$ cat config.mk
export PLATFORM = sky130hd
export DESIGN_NAME = mux2_arb_ctrl_flat
export DESIGN_NICKNAME = d
export VERILOG_FILES = /design/src/rtl/mux2_arb_ctrl_if.sv /design/src/rtl/mux2_arb_ctrl.sv /design/src/flat_wrapper.sv
export SDC_FILE = /design/constraint.sdc
export NUM_CORES = 1
export LEC_CHECK = 0
export BUFFER_PORTS_ARGS = -buffer_cell sky130_fd_sc_hd__buf_2
export CAP_MARGIN = 10
export CELL_PAD_IN_SITES_DETAIL_PLACEMENT = 0
export CELL_PAD_IN_SITES_GLOBAL_PLACEMENT = 1
export CORE_UTILIZATION = 32
export CTS_CLUSTER_SIZE = 8
export DETAILED_ROUTE_END_ITERATION = 7
export PLACE_DENSITY = 0.76
export SLEW_MARGIN = 20
export SYNTH_ARGS = -nofsm -noshare
export SYNTH_HDL_FRONTEND = slang
export SYNTH_SLANG_ARGS = --single-unit
$ cat constraint.sdc
create_clock -name clk -period 1.4 [get_ports clk]
set_clock_uncertainty 0.1 [all_clocks]
set_input_delay 0.14 -clock clk [delete_from_list [all_inputs] [get_ports clk]]
set_output_delay 0.14 -clock clk [all_outputs]
set_load 0.02 [all_outputs]
$ cat src/rtl/mux2_arb_ctrl_if.sv
// Handshake and data bundle between mux2_arb_ctrl, its two sources, the select mux and the downstream sink.
interface mux2_arb_ctrl_if #(
  parameter int unsigned M     = 4,
  parameter int unsigned CNT_W = 8
);
  logic             A_valid;
  logic             A_ready;
  logic             B_valid;
  logic             B_ready;
  logic             S;
  logic [M:0]       Y;
  logic [M:0]       Q;
  logic             Q_valid;
  logic             Q_ready;
  logic [CNT_W-1:0] cnt_A;
  logic [CNT_W-1:0] cnt_B;

  modport master (
    input  A_valid, B_valid, Y, Q_ready,
    output A_ready, B_ready, S, Q, Q_valid, cnt_A, cnt_B
  );

  modport slave (
    output A_valid, B_valid, Y, Q_ready,
    input  A_ready, B_ready, S, Q, Q_valid, cnt_A, cnt_B
  );
endinterface

$ cat src/rtl/mux2_arb_ctrl.sv
// Round-robin arbiter and select driver for a 2:1 mux, with a one-deep registered output stage and grant counters.
// Optional macro MUX2_ARB_FIXED_PRIO_EN: A always wins ties (B may starve).
module mux2_arb_ctrl #(
  parameter int unsigned M     = 4,
  parameter int unsigned CNT_W = 8
) (
  input logic            clk,
  input logic            rst,
  mux2_arb_ctrl_if.master bus
);
  localparam int unsigned DW = M + 1;

  typedef enum logic {
    EMPTY = 1'b0,
    FULL  = 1'b1
  } state_t;

  state_t           state;
  state_t           state_nxt;
  logic             last_a;
  logic             grant_a;
  logic             grant_b;
  logic             sel;
  logic             space;
  logic             ld;
  logic [DW-1:0]    q;
  logic [CNT_W-1:0] cnt_a;
  logic [CNT_W-1:0] cnt_b;

  // Output stage state register
  always_ff @(posedge clk) begin
    if (rst) state <= EMPTY;
    else     state <= state_nxt;
  end

  // Grant, select, load and next-state decode
  always_comb begin
    state_nxt = state;
    grant_a   = 1'b0;
    grant_b   = 1'b0;
    sel       = last_a;
    space     = 1'b0;
    ld        = 1'b0;

`ifdef MUX2_ARB_FIXED_PRIO_EN
    grant_a = bus.A_valid;
`else
    grant_a = bus.A_valid && (!bus.B_valid || !last_a);
`endif
    grant_b = bus.B_valid && !grant_a;

    // Select follows the grant even while stalled; idles on the last winner
    if (grant_a)      sel = 1'b1;
    else if (grant_b) sel = 1'b0;

    space = (state == EMPTY) || bus.Q_ready;
    ld    = !rst && space && (grant_a || grant_b);

    if (ld)                                  state_nxt = FULL;
    else if (state == FULL && bus.Q_ready)   state_nxt = EMPTY;
  end

  // Captured data, last-grant pointer and saturating counters
  always_ff @(posedge clk) begin
    if (rst) begin
      q      <= '0;
      last_a <= 1'b0;
      cnt_a  <= '0;
      cnt_b  <= '0;
    end else if (ld) begin
      q      <= bus.Y;
      last_a <= grant_a;
      if (grant_a && cnt_a != {CNT_W{1'b1}}) cnt_a <= cnt_a + CNT_W'(1);
      if (grant_b && cnt_b != {CNT_W{1'b1}}) cnt_b <= cnt_b + CNT_W'(1);
    end
  end

  assign bus.S       = sel;
  assign bus.A_ready = ld && grant_a;
  assign bus.B_ready = ld && grant_b;
  assign bus.Q       = q;
  assign bus.Q_valid = (state == FULL);
  assign bus.cnt_A   = cnt_a;
  assign bus.cnt_B   = cnt_b;
endmodule

$ cat src/flat_wrapper.sv
// flat-port wrapper written by rule: the top's interface ports become plain ports
module mux2_arb_ctrl_flat 
#(
  parameter int unsigned M     = 4,
  parameter int unsigned CNT_W = 8
)
  (clk, rst, bus_A_valid, bus_B_valid, bus_Y, bus_Q_ready, bus_A_ready, bus_B_ready, bus_S, bus_Q, bus_Q_valid, bus_cnt_A, bus_cnt_B);
  mux2_arb_ctrl_if #(.M(M), .CNT_W(CNT_W)) bus_i ();
  input logic clk;
  input logic rst;
  input wire logic [$bits(bus_i.A_valid)-1:0] bus_A_valid;
  input wire logic [$bits(bus_i.B_valid)-1:0] bus_B_valid;
  input wire logic [$bits(bus_i.Y)-1:0] bus_Y;
  input wire logic [$bits(bus_i.Q_ready)-1:0] bus_Q_ready;
  output wire logic [$bits(bus_i.A_ready)-1:0] bus_A_ready;
  output wire logic [$bits(bus_i.B_ready)-1:0] bus_B_ready;
  output wire logic [$bits(bus_i.S)-1:0] bus_S;
  output wire logic [$bits(bus_i.Q)-1:0] bus_Q;
  output wire logic [$bits(bus_i.Q_valid)-1:0] bus_Q_valid;
  output wire logic [$bits(bus_i.cnt_A)-1:0] bus_cnt_A;
  output wire logic [$bits(bus_i.cnt_B)-1:0] bus_cnt_B;
  assign bus_i.A_valid = bus_A_valid;
  assign bus_i.B_valid = bus_B_valid;
  assign bus_i.Y = bus_Y;
  assign bus_i.Q_ready = bus_Q_ready;
  assign bus_A_ready = bus_i.A_ready;
  assign bus_B_ready = bus_i.B_ready;
  assign bus_S = bus_i.S;
  assign bus_Q = bus_i.Q;
  assign bus_Q_valid = bus_i.Q_valid;
  assign bus_cnt_A = bus_i.cnt_A;
  assign bus_cnt_B = bus_i.cnt_B;
  mux2_arb_ctrl #(.M(M), .CNT_W(CNT_W)) u_core (.clk(clk), .rst(rst), .bus(bus_i));
endmodule
* Yosys cells after proc, flatten, opt, wreduce, memory -nomap -nowiden
Index checks and enable logic that the tools add are counted.
Storage, ports and cells: bits in registers 23, latch bits 0, memory bits (writable) 0, ROM bits 0, bits of input ports 10, output and inout port bits 25, logic and storage cells 33, memories 0
Operators by class: $add $sub $neg 2, multipliers 0, divide/modulo/power cells 0, magnitude comparators 0, equal/unequal tests 2, shift-type cells 0, muxes and demuxes 4, bitwise logic cells 1, reduce and logical (&&, ||, !) cells 19
Operators with widths (count):
- adder 8 x 1 -> 8 bit (second input constant) | 2
- inequality test 8 bit (second input constant) | 2
- logical AND 1 bit | 9
- logical NOT 1 bit | 4
- two-way mux 1 bit | 4
- AND reduction 2 bit | 2
- logical OR 1 bit | 3
- nonzero test 2 bit | 1
- inverter 1 bit | 1

* Longest topological paths before layout
Gate-level depths: netlist (run 1).
word-level depth 8, depth in mapped cells 6, gate-level depth less buffers 5

* Worst setup path after synthesis (run 1)
OpenSTA, ideal clock, no wires.
path type reg2reg, start register u_core.cnt_b[0] (netlist: u_core.bus.cnt_B[0]), end register u_core.cnt_b[6] (netlist: u_core.bus.cnt_B[6]), library setup time 0.070 ns, data arrival time 1.452 ns, required time 1.230 ns, slack -0.223 ns, stages on the path, launching flop included 6, buffers on the path 0, period minus slack after synthesis 1.623 ns, cell sequence dfxtp_1 > ha_1 > nand4_1 > nand2b_4 > or4_1 > a21oi_1
Between the ends: cells in the longest elaborated chain, start to end 3, elaborated cells on any way between the ends 4, classes of those cells 1 x add/sub; 1 x eq/ne; 2 x reduce/logical
RTL lines:
- start, declared | line mux2_arb_ctrl.sv:28 | logic [CNT_W-1:0] cnt_b;
- start signal, assigned | line mux2_arb_ctrl.sv:74 | if (grant_b && cnt_b != {CNT_W{1'b1}}) cnt_b <= cnt_b + CNT_W'(1);
- branches (longest 3 deep; another with adder 8 x 1 -> 8 bit)
Parallel ways; which one is timed is not known. A chain may end at the register's enable or synchronous reset.

* Final worst setup path (run 1)
start register u_core.cnt_b[1] (netlist: u_core.bus.cnt_B[1]), end register u_core.cnt_b[6] (netlist: u_core.bus.cnt_B[6])
The elaborated chain is that of the path after synthesis.

==> results of run 1 <==
## repair_timing
| action | 4_1_cts | 5_1_grt |
|---|---|---|
| endpoints found under the setup margin | 17 | 23 |
| endpoints found under the hold margin | 5 | 0 |
| buffers inserted | 7 | 3 |
| hold buffers | 5 | 0 |
| pin swaps | 7 | 3 |
| gates resized for setup | 16 | 18 |
| cloned | 0 | 0 |
## layer usage
layer | global-route usage | vias up | wire (um)
li1 | - | 628 | -
met1 | 0.231 | 588 | 1440
met2 | 0.397 | 30 | 1870
met3 | 0.0426 | 5 | 129
met4 | 0.0390 | 0 | 23
met5 | 0 | - | 0
## final timing paths
check,cells after the start,startpoint,slack (ps),end
worst max-delay path,5,u_core.bus.cnt_B[1],-90,u_core.bus.cnt_B[6]
worst min-delay path,4,bus_Q_ready,130,u_core.bus.Q[4]
worst max register to register,5,u_core.bus.cnt_B[1],-90,u_core.bus.cnt_B[6]
worst min register to register,2,u_core.bus.Q[3],400,u_core.bus.Q[3]
## metrics by stage
step                      TNS [ps]  worst slack, ps  total power [uW]
after floorplan              -56.4            -24.0               802
after global placement        -468            -98.7               892
after detailed placement     -1070             -145               900
after CTS                     -339            -60.5              1250
after global routing         -1630             -154              1320
final                         -488            -91.2              1250
## logic make-up (layout without fill, tap and decap cells)
family	Yosys count	after routing
AO/OA/AOI/OAI	40	40
buffers and inverters	10	86
flip-flops	23	23
adder cells (fa/ha/maj)	2	2
AND/OR/NAND/NOR	49	49
## cells in the mapped netlist
| library cell | n | area, um2 |
|---|---|---|
| dfxtp_1 | 23 | 460 |
| nand2_1 | 17 | 63.8 |
| a21oi_1 | 10 | 50.1 |
| o21ai_0 | 6 | 30.0 |
| o311ai_0 | 6 | 52.6 |
| inv_1 | 5 | 18.8 |
| o211ai_1 | 5 | 37.5 |
| o31ai_1 | 5 | 37.5 |
| nor2_1 | 4 | 15.0 |
| clkbuf_1 | 3 | 11.3 |
| nand3_1 | 3 | 15.0 |
| nand4_1 | 3 | 18.8 |
| nor2b_1 | 3 | 18.8 |
| o41ai_1 | 3 | 26.3 |
| or3_1 | 3 | 18.8 |
| or4_1 | 3 | 22.5 |
| a311oi_1 | 2 | 17.5 |
| and2_1 | 2 | 12.5 |
| ha_1 | 2 | 25.0 |
| nand2b_4 | 2 | 27.5 |
| nand3b_1 | 2 | 15.0 |
| a211oi_1 | 1 | 7.51 |
| a31oi_1 | 1 | 6.26 |
| a41oi_1 | 1 | 8.76 |
| and4_1 | 1 | 8.76 |
| buf_2 | 1 | 5.00 |
| clkinv_1 | 1 | 3.75 |
| nand2b_2 | 1 | 8.76 |
| nand4_2 | 1 | 12.5 |
| nand4_4 | 1 | 21.3 |
| nor3_1 | 1 | 5.00 |
| nor4_1 | 1 | 6.26 |
| or2_2 | 1 | 6.26 |
## sequential cells by signal, indices dropped and copies added (netlist names)
signal              flops
u_core.bus.Q_valid      1
u_core.last_a           1
u_core.bus.cnt_A        8
u_core.bus.cnt_B        8
u_core.bus.Q            5
## power breakdown
group	switching (uW)	total, uW	internal (uW)
Combinational	134	255	121
Sequential	16.4	686	670
Clock	206	313	107
## final cells by class
class | instances | area share
repair buffers | 76 | 0.285
well taps | 44 | 0.0293
clock buffers | 3 | 0.0120
multi-input cells | 91 | 0.398
clock inverters | 1 | 0.00267
inverters | 6 | 0.0133
flip-flops and latches | 23 | 0.260
## worst reg2reg max path, cell delays in order (launching register included)
cell	delay, ps
dfxtp_4	370
ha_4	160
nand4_1	200
nand2b_4	80
or4_1	390
a21oi_1	140
==> metrics.md, run 1 <==
| Metric | Value |
|---|---|
| Final Cycle Share | 1.07 |
| Share of layout cells above drive strength 1 | 0.565 |
| H-Tree Depth | 1 |
| Syn. warnings | 0 |
| Type of the tightest min-delay check | input port to register |
| Status | finished with violations |
| Commonest cells after routing, fill and taps aside | 33 x buf_4, 32 x buf_2, 16 x nand2_1, 11 x dfxtp_1, 9 x a21oi_1 |
| Synth Cell Area | 1090 um2 |
| CTS tree | built |
| Iter 0 DRT Violations | 73 |
| Final setup viols | 10 |
| Util after Layout | 0.595 |
| CP Class | register to register |
| Design area | 1880 um2 |
| Crit end category | register |
| Failing checks | setup timing |
| Worst path slowest cell | or4_1 |
| Seq/Total Area, Yosys | 0.421 |
| CP max stage delay | roughly 390 ps |
| Final WL | 3450 um |
| Total area of sequential cells | between 400 and 500 um2 |
| Worst EP arrival | about 1700 ps |
| Dpl cells | 226 |
| Power per cell area | 668 nW/um2 |
| Post-synthesis cell type count | 33 |
| Clk_lat worst skew | 320 ps |
| Worst EP required | ~1600 ps |
| Fillers | 285 |
| Slew Limit Fails | 0 |
| Final Worst Setup Slack | -91.2 ps |
| DR pass1 iterations | 4 |
| CTS root buf | clkbuf_4 |
| Syn Area/Cell | 8.83 um2 |
| Slew headroom | 0.775 |
| Detailed Place HPWL | 2320 um |
| Leakage power | a little under 0.0008 uW |
| Fraction of synthesized area in multiplexers | 0 |
| CTS Buf Count | 3 |
| Mapped Cells | 124 |
| Critical path cell sequence | ha_4, nand4_1, nand2b_4, or4_1, a21oi_1 |
| # diodes | 0 |
| Vert. Die Dim | 60.5 um |
| Worst-Margin Slew | 333 ps |
| Row Count | 20 |
| Die area | 3660 um2 |
| Count of nets after finishing | 213 |
| Yosys reg bits | 23 |
| Max FO, Critical Path | 4 |
| Post-route insts no fill | 244 |
| Synth Area in Compound Gates | 0.250 |
| Vias in the first global route | 1,249 |
| Synth Area in XOR/XNOR | 0 |
| IO buf count | 34 |
| Wire per inst | 14.2 um |
| CTS Sinks | 23 |
| Total of max-cap violations | 0 |
| Aggregate global-route resource usage | 0.205 |
| Global-route wire length before repair | ~5600 um |
| Antenna violations before repair | 0 |
| Syn_nets | 136 |
| Clk slew on worst S/H paths | about 130 ps |
| Drc violations | 0 |
| Fmax | 671 MHz |
| RSZ-0062 raised after global routing | true |
| Clock tree buffer depth | 2 |
| Number of vias per cell | ~5 |
| Multi-input gate area | 747 um2 |
| Post-Synth Simple-Gate Area | 0.271 |
| Commonest non-fill, non-tap cell in the layout | buf_4 |
| Critical path's top delay family | simple AND/OR/NAND/NOR gates |
| Post-synthesis adder-cell area fraction | 0.0229 |
| Vias | 1,251 |
| Core area | 3150 um2 |
| Largest family of logic cells by synthesized area | simple AND/OR/NAND/NOR gates |
| Initial Utilization | 0.347 |
| Die Span X | 60.5 um |
| Area after DPL | between 1500 and 2000 um2 |
| Grt ovf | 0 |
| Post-layout min period | 1490 ps |
| Area Overhead vs Synth | 71.4% |
| Startpoint Class | register |
| # IOs | 35 |
| Largest net degree at the start of global routing | 14 |
| Fin. Hold Viols | 0 |
| Peak supply drop | 0.528 mV |
| CP Buf/Inv Count | 0 |
| Final hold slack | 130 ps |
| Final GP Congestion | between 0.7 and 0.8 |
| Post-DRT Antenna Nets | 0 |
Power figures use the tool's default switching activity.
==> inputs of run 2 (changes only) <==
--- a/config.mk
+++ b/config.mk
@@ -12,7 +12,7 @@
 export CORE_UTILIZATION = 32
 export CTS_CLUSTER_SIZE = 8
 export DETAILED_ROUTE_END_ITERATION = 7
-export PLACE_DENSITY = 0.76
+export PLACE_DENSITY = 0.71
 export SLEW_MARGIN = 20
 export SYNTH_ARGS = -nofsm -noshare
 export SYNTH_HDL_FRONTEND = slang
==> run 2 against run 1 <==
Against the previous run: register-to-register slack lost 20 ps; the run still ends with setup timing left; highest routed layer unchanged; non-clock buffer count fell by 2; sequential power about the same; worst hold slack got worse by 46 ps; largest power group unchanged.
==> metrics.md, run 2 (same netlist as run 1, synthesis figures left out) <==
| Metric | Value |
|---|---|
| Status | finished with violations |
| Failing checks | setup timing |
| CP endpoint | u_core.bus.cnt_B[6] |
| Worst EP arrival | about 1700 ps |
| Clock tree buffer depth | 2 |
| Grt ovf | 0 |
| Sequential fraction of design power | 0.546 |
| Fillers | 300 |
| Clock network power share | 0.245 |
| Area Overhead vs Synth | 77.1% |
| CP Class | register to register |
| Initial Utilization | 0.347 |
| Clk_lat worst skew | 310 ps |
| Dpl cells | around 220 |
| CTS Sinks | 23 |
| Vert. Die Dim | 60.5 um |
| Switch Pwr | 351 uW |
| Critical path launch point | u_core.bus.cnt_B[1] |
| Comb pwr share | 0.209 |
| Area after DPL | 1550 um2 |
| IO buf count | 34 |
| R2R Setup Slk | -120 ps |
| Post-DRT Antenna Nets | 0 |
| Final Worst Setup Slack | -116 ps |
| Core area | 3150 um2 |
| Fin. Hold Viols | 0 |
| Iter 0 DRT Violations | 40 |
| H-Tree Depth | 1 |
| Type of the tightest min-delay check | input port to register |
| Antenna violations before repair | 0 |
| # diodes | 0 |
| Internal power component | 902 uW |
| Row Count | 20 |
| Final WL | 3500 um |
| Worst EP required | 1550 ps |
| Design area | 1940 um2 |
| Peak supply drop | ~0.34 mV |
| Worst-Margin Slew | 275 ps |
| Commonest cells after routing, fill and taps aside | 32 x buf_2, 28 x buf_4, 15 x nand2_1, 11 x dfxtp_1 |
| Aggregate global-route resource usage | 0.199 |
| Vias | around 1,300 |
| Commonest non-fill, non-tap cell in the layout | buf_2 |
| CTS root buf | clkbuf_4 |
| Number of vias per cell | 5.22 |
| Endpoint of the worst-slack reg-to-reg timing path | u_core.bus.cnt_B[6] |
| Slew headroom | 0.815 |
| CTS Buf Count | 3 |
| Detailed Place HPWL | 2190 um |
| # IOs | 35 |
| Total negative slack | -405 ps |
| Switching Fraction | 0.280 |
| Max FO, Critical Path | 4 |
| Largest net degree at the start of global routing | 14 |
| Final GP Congestion | 0.747 |
| Cells on worst reg2reg path | 5 |
| Die Span X | between 60 and 70 um |
| Die area | 3660 um2 |
| Crit end category | register |
| DR pass1 iterations | 4 |
| Leakage power | just under 0.0008 uW |
| Vias in the first global route | roughly 1,200 |
| Slew Limit Fails | 0 |
| Fmax | 660 MHz |
| CTS tree | built |
| Total of max-cap violations | 0 |
| Post-layout min period | 1520 ps |
| Post-route insts no fill | about 240 |
| Power per cell area | 646 nW/um2 |
| Global-route wire length before repair | 5380 um |
| Share of layout cells above drive strength 1 | 0.588 |
| Final setup viols | 11 |
| Clk slew on worst S/H paths | between 100 and 150 ps |
| R2r startpoint | u_core.bus.cnt_B[1] |
| Final Cycle Share | 1.08 |
| RSZ-0062 raised after global routing | true |
| Pwr Total | 1250 uW |
| Wire per inst | 14.4 um |
| Drc violations | 0 |
| Startpoint Class | register |
| Count of nets after finishing | 212 |
[run 2: changes by cell type in the layout (fill, tap and decap cells not counted), moves of 2 or more]
cell / before / now
buf_6: 5 / 8
nand3_4: 0 / 2
o311ai_2: 1 / 3
o311ai_1: 3 / 1
buf_4: 33 / 28
nand3_2: 2 / 0
o31ai_2: 1 / 3
o31ai_1: 4 / 2
[run 2: layout make-up]
| class | instances | area (um2) | share of cell area |
|---|---|---|---|
| timing repair buffer | 74 | 526 | 0.271 |
| clock buffer | 4 | 26.3 | 0.0135 |
| multi-input combinational | 92 | 815 | 0.420 |
| sequential | 23 | 490 | 0.253 |
| tap | 44 | 55.1 | 0.0284 |
| inverter | 6 | 27.5 | 0.0142 |
[run 2: through the flow]
stage	hold WS, ps	util	setup WS [ps]
after floorplan	112	-	-24.0
after global placement	223	0.490	-39.4
after detailed placement	228	0.490	-87.7
after CTS	67.4	0.563	-69.4
after global routing	58.1	0.615	-147
final	84.1	0.615	-116
[run 2: routing by layer]
layer  wire length (um)  share of wire  up-vias  global-route usage
met5                  0              0        -                   0
met1               1530           0.44      609               0.235
met2               1800           0.51       24               0.358
li1                   -              -      628                   -
met3                106          0.030        8              0.0320
met4                 58          0.017        0              0.0779
[run 2: how the worst min path moves through the flow]
stage | startpoint | to | slack, ps | depth (start not counted)
2_1_floorplan | rst | u_core.bus.cnt_A[6] | 110 | 1
3_3_place_gp | bus_Y[0] | u_core.bus.Q[0] | 220 | 3
3_5_place_dp | bus_Y[0] | u_core.bus.Q[0] | 230 | 3
4_1_cts | bus_Q_ready | u_core.bus.Q_valid | 70 | 3
5_1_grt | bus_Q_ready | u_core.bus.Q_valid | 60 | 3
6_report | bus_Q_ready | u_core.bus.Q_valid | 80 | 3
[run 2: power by group through the flow]
stage / clock (uW) / combinational (uW) / sequential [uW]
floorplan: 0 / 78.8 / 724
global placement: 0 / 192 / 700
detailed placement: 0 / 197 / 701
CTS: 319 / 239 / 686
global route: 370 / 280 / 688
finish: 307 / 261 / 685
[run 2: worst max-delay path, cell delays in order, from the launching register on]
cell and delay [ps]:
dfxtp_4 380, ha_4 160, nand4_1 190, nand2b_4 90, or4_4 420, a21oi_2 130
[run 2: repair_timing]
| action | in CTS | in global routing |
|---|---|---|
| endpoints found under the hold margin | 5 | 0 |
| setup buffers | 7 | 6 |
| setup endpoints to repair | 15 | 19 |
| cloned | 0 | 1 |
| hold buffers | 5 | 0 |
| resized for setup | 30 | 22 |
| pin swaps | 7 | 10 |
